**src/rtl/reg_writeback_queue.sv**
```systemverilog
// rtl/reg_writeback_queue.sv - in-order register write-back FIFO with one-hot bank strobe
// Exports a pending bitmap of queued destinations for RAW hazard detection.
module reg_writeback_queue #(
   parameter int DATA_WIDTH = 32,
   parameter int NUM_REGS   = 16,
   parameter int DEPTH      = 4,
   localparam int AW = $clog2(NUM_REGS),
   localparam int CW = $clog2(DEPTH + 1)
) (
   input  logic                  clk,
   input  logic                  reset_n,
   input  logic                  wr_valid,
   output logic                  wr_ready,
   input  logic [AW-1:0]         wr_addr,
   input  logic [DATA_WIDTH-1:0] wr_data,
   input  logic                  drain_en,
   input  logic                  flush,
   output logic [NUM_REGS-1:0]   enable,
   output logic [DATA_WIDTH-1:0] load_data,
   output logic [NUM_REGS-1:0]   pending,
   output logic [CW-1:0]         count
);

   localparam int PW = $clog2(DEPTH);

   logic [AW-1:0]         addr_mem [DEPTH];
   logic [DATA_WIDTH-1:0] data_mem [DEPTH];
   logic [PW-1:0]         head;
   logic [PW-1:0]         tail;
   logic                  push;
   logic                  pop;

   // Addresses at or beyond NUM_REGS decode to no strobe and no pending bit.
   function automatic logic [NUM_REGS-1:0] decode(input logic [AW-1:0] a);
      logic [NUM_REGS-1:0] d;
      d = '0;
      for (int r = 0; r < NUM_REGS; r++) begin
         if (a == AW'(r)) d[r] = 1'b1;
      end
      return d;
   endfunction

   assign wr_ready = (count < CW'(DEPTH)) && !flush;
   assign push     = wr_valid && wr_ready;
   assign pop      = drain_en && (count != '0) && !flush;

   always_comb begin
      logic [PW-1:0] offset;
      pending = '0;
      for (int i = 0; i < DEPTH; i++) begin
         offset = PW'(i) - head;
         if (CW'(offset) < count) pending = pending | decode(addr_mem[i]);
      end
   end

   always_ff @(posedge clk) begin
      if (reset_n && push) begin
         addr_mem[tail] <= wr_addr;
         data_mem[tail] <= wr_data;
      end
   end

   always_ff @(posedge clk) begin
      if (!reset_n) begin
         head      <= '0;
         tail      <= '0;
         count     <= '0;
         enable    <= '0;
         load_data <= '0;
      end else if (flush) begin
         head   <= '0;
         tail   <= '0;
         count  <= '0;
         enable <= '0;
      end else begin
         if (push) tail <= tail + 1'b1;
         if (pop) begin
            head      <= head + 1'b1;
            enable    <= decode(addr_mem[head]);
            load_data <= data_mem[head];
         end else begin
            enable <= '0;
         end
         count <= count + CW'(push) - CW'(pop);
      end
   end

endmodule
```
**config.mk**
```make
export PLATFORM = sky130hd
export DESIGN_NAME = reg_writeback_queue
export DESIGN_NICKNAME = d
export VERILOG_FILES = /design/src/rtl/reg_writeback_queue.sv
export SDC_FILE = /design/constraint.sdc
export NUM_CORES = 1
export LEC_CHECK = 0
export CORE_AREA = 10 10 134 136
export DETAILED_ROUTE_END_ITERATION = 12
export DIE_AREA = 0 0 144 146
export GPL_ROUTABILITY_DRIVEN = 0
export PLACE_DENSITY_LB_ADDON = 0.2
export SYNTH_ARGS = -nofsm -noshare
export SYNTH_HDL_FRONTEND = slang
export SYNTH_SLANG_ARGS = --single-unit
```
**constraint.sdc**
```tcl
create_clock -name clk -period 3.6 [get_ports clk]
set_clock_uncertainty 0.05 [all_clocks]
set_input_delay 0.72 -clock clk [delete_from_list [all_inputs] [get_ports clk]]
set_output_delay 0.72 -clock clk [all_outputs]
set_load 0.005 [all_outputs]
```
==> metrics.cfg <==
[clocking]
clk_latency_ns = 0.50
cts_sinks = 201
h-tree-depth = 1
clkSlewWorstSetupHoldPaths_ns = 0.06
cts_buffers = 21
clockBufferDepth = 3
ctsRootBufferMaster = clkbuf_16
cts_tree = built

[global_route]
grt_pass1_vias = 5165
grt_max_degree = 36
overflow = 0
antenna_found_initial = 0
grtUsageTotal_pct = 16.6
grt_pass1_wl_um = 27500

[timing]
hold_viol = 0
period_minus_slack_ns = 3.49
setup_viol = 0
setup_tns_ns = 0
hold_slack_ns = 0.401
slew_viol_final = 0
layout_setup_ws_ns = 0.105
fmax_ghz = 0.286
fin_crit_sh_pct = 97.1
tightest_slew_ns = 0.451
slew_headroom_pct = 69.9

[synthesis]
netlist_top_cells_area = edfxtp_1 53%, dfxtp_1 14%, mux4_2 9.9%
synth-warning-count = 0
synth_ff_type = edfxtp_1
synth_top_area_share_pct = 52.8
synth-edff-count = 144
synth_area_per_cell_um2 = 15.2
synth_top_cell_by_area = edfxtp_1
synthTopCellsByCount = 144 x edfxtp_1, 80 x nand2_1, 57 x dfxtp_1, 36 x mux4_2, 33 x nor2_1
syn_inst = 538
async_flop_share_pct = 0
synth_area_um2 = 8190
synth_cell_type_count = 42
synth.most_common_cell = edfxtp_1
synth-seq-area-share_pct = 66.7
ys_ff_latch = 201
synth_fp_nets = 590

[routing]
wl_um = 17400
vias = 4957
drc = 0
antenna_left = 0
firstDrtPassIters = 6
drt_iter0_drc = 400
wl_per_cell_um = 19.9
via_per_inst = 5.67

[critical_path]
cp.arrival_ns = 2.72
worstPathMaxFanout = 34
critPathRequiredTime_ns = 2.83
critPathCaptureType = output pin
critPathLaunchType = flip-flop
worst-setup-path-type = reg2out

[pwr]
intPower_mw = 3.84
p_seq_share_pct = 52.6
power.density_nw_per_um2 = 466
total_power_mw = 4.78
leakagePower_nw = 3.37
comb_power_share_pct = 4.5
swShare_pct = 19.7
power_switching_uw = 941
clockPowerShare_pct = 43.0
peakVddDrop_v = 0.000465

[place]
placed_cell_area_um2 = 9490
dpl.cell_count = 832
io_buffers = 108
dpl_worst_slack_ns = 0.362
dp_hpwl_um = 11400

[cells_and_area]
utilization_pct = 66.4
nets = 720
final_cells = 875
antenna_cells = 0
fin_area_um2 = 10300
drive_gt1_share_pct = 17.9
area_growth_pct = 25.5

[floorplan]
fp.dieH_um = 146
die_area_um2 = 21000
core_area_um2 = 15500
rows = 46
start_util_pct = 52.9
die_w_um = 144
num_io_pins = 109

[run]
drv_cap = 0

[run_status]
outcome = complete, no violations

[min_path]
holdCritPathClass = reg2reg

[power by group through the flow]
| stage | logic [mW] | clock network [mW] | registers, mW |
|---|---|---|---|
| 2_1_floorplan | 0.101 | 0 | 2.56 |
| 3_5_place_dp | 0.210 | 0 | 2.56 |
| 5_1_grt | 0.233 | 2.20 | 2.52 |
| 3_3_place_gp | 0.205 | 0 | 2.56 |
| 6_report | 0.214 | 2.06 | 2.52 |
| 4_1_cts | 0.217 | 2.10 | 2.52 |
[worst max-delay path: stages, from the launching register on]
cell and delay (ns):
dfxtp_2 0.34, clkbuf_8 0.27, ha_1 0.24, nor2b_2 0.18
nor4b_2 0.42, a22oi_1 0.17, nand3_1 0.10, clkdlybuf4s50_1 0.51
[flip-flops by register name, indices dropped and copies added (netlist names), named ones only]
signal	cells
data_mem	128
load_data	32
addr_mem	16
enable	16
count	3
head	2
tail	2
[placed cells by master (no fill, tap or decap), drive strengths merged, types with 4 or more instances in the layout]
| cell | count |
|---|---|
| edfxtp | 144 |
| clkdlybuf4s50 | 106 |
| nand2 | 80 |
| dfxtp | 57 |
| mux4 | 36 |
| nor2 | 33 |
| a21boi | 33 |
| clkbuf | 31 |
| nand3 | 30 |
| buf | 20 |
| inv | 17 |
| a22oi | 16 |
| nor2b | 15 |
| ha | 10 |
| a2111oi | 8 |
| nand4 | 6 |
| xnor2 | 6 |
| clkinv | 6 |
| nand2b | 5 |
| and3 | 4 |
[cells by family after synthesis]
| logic type | share of synthesized area (%) |
|---|---|
| flip-flops | 66.7 |
| AND/OR/NAND/NOR | 10.8 |
| AO/OA/AOI/OAI | 7.42 |
| buffers and inverters | 2.72 |
| multiplexers | 9.90 |
| adder cells (fa/ha/maj) | 1.77 |
| XOR/XNOR | 0.642 |
[worst paths after layout]
path | startpoint | to | slack, ns | cells past startpoint
min reg2reg | load_data[29]$_SDFFE_PN0P_ | load_data[29]$_SDFFE_PN0P_ | 0.40 | 2
max | head[1]$_SDFFE_PP0P_ | pending[9] | 0.11 | 7
min | load_data[29]$_SDFFE_PN0P_ | load_data[29]$_SDFFE_PN0P_ | 0.40 | 2
max reg2reg | count[2]$_SDFF_PP0_ | count[2]$_SDFF_PP0_ | 1.08 | 10
[final cells by class]
class / count / area [um^2]
Tap cell: 192 / 240
Sequential cell: 201 / 5470
Clock inverter: 8 / 67.6
Fill cell: 1078 / 5200
Clock buffer: 30 / 599
Timing Repair Buffer: 129 / 1270
Multi-Input combinational cell: 299 / 2560
Inverter: 16 / 65.1
[layer usage]
| layer | wire length [um] | up-vias | GRT usage (%) |
|---|---|---|---|
| li1 | - | 2286 | - |
| met1 | 6880 | 2437 | 19.7 |
| met4 | 451 | 0 | 5.01 |
| met5 | 0 | - | 0 |
| met2 | 8730 | 194 | 28.5 |
| met3 | 1340 | 40 | 4.34 |
[timing repair]
item	4_1_cts	5_1_grt
setup endpoints to repair	16	16
hold buffers	0	0
setup buffers	5	0
hold endpoints to repair	0	0
pin swaps	7	2
resized for setup	7	10
Power figures use the tool's default switching activity.
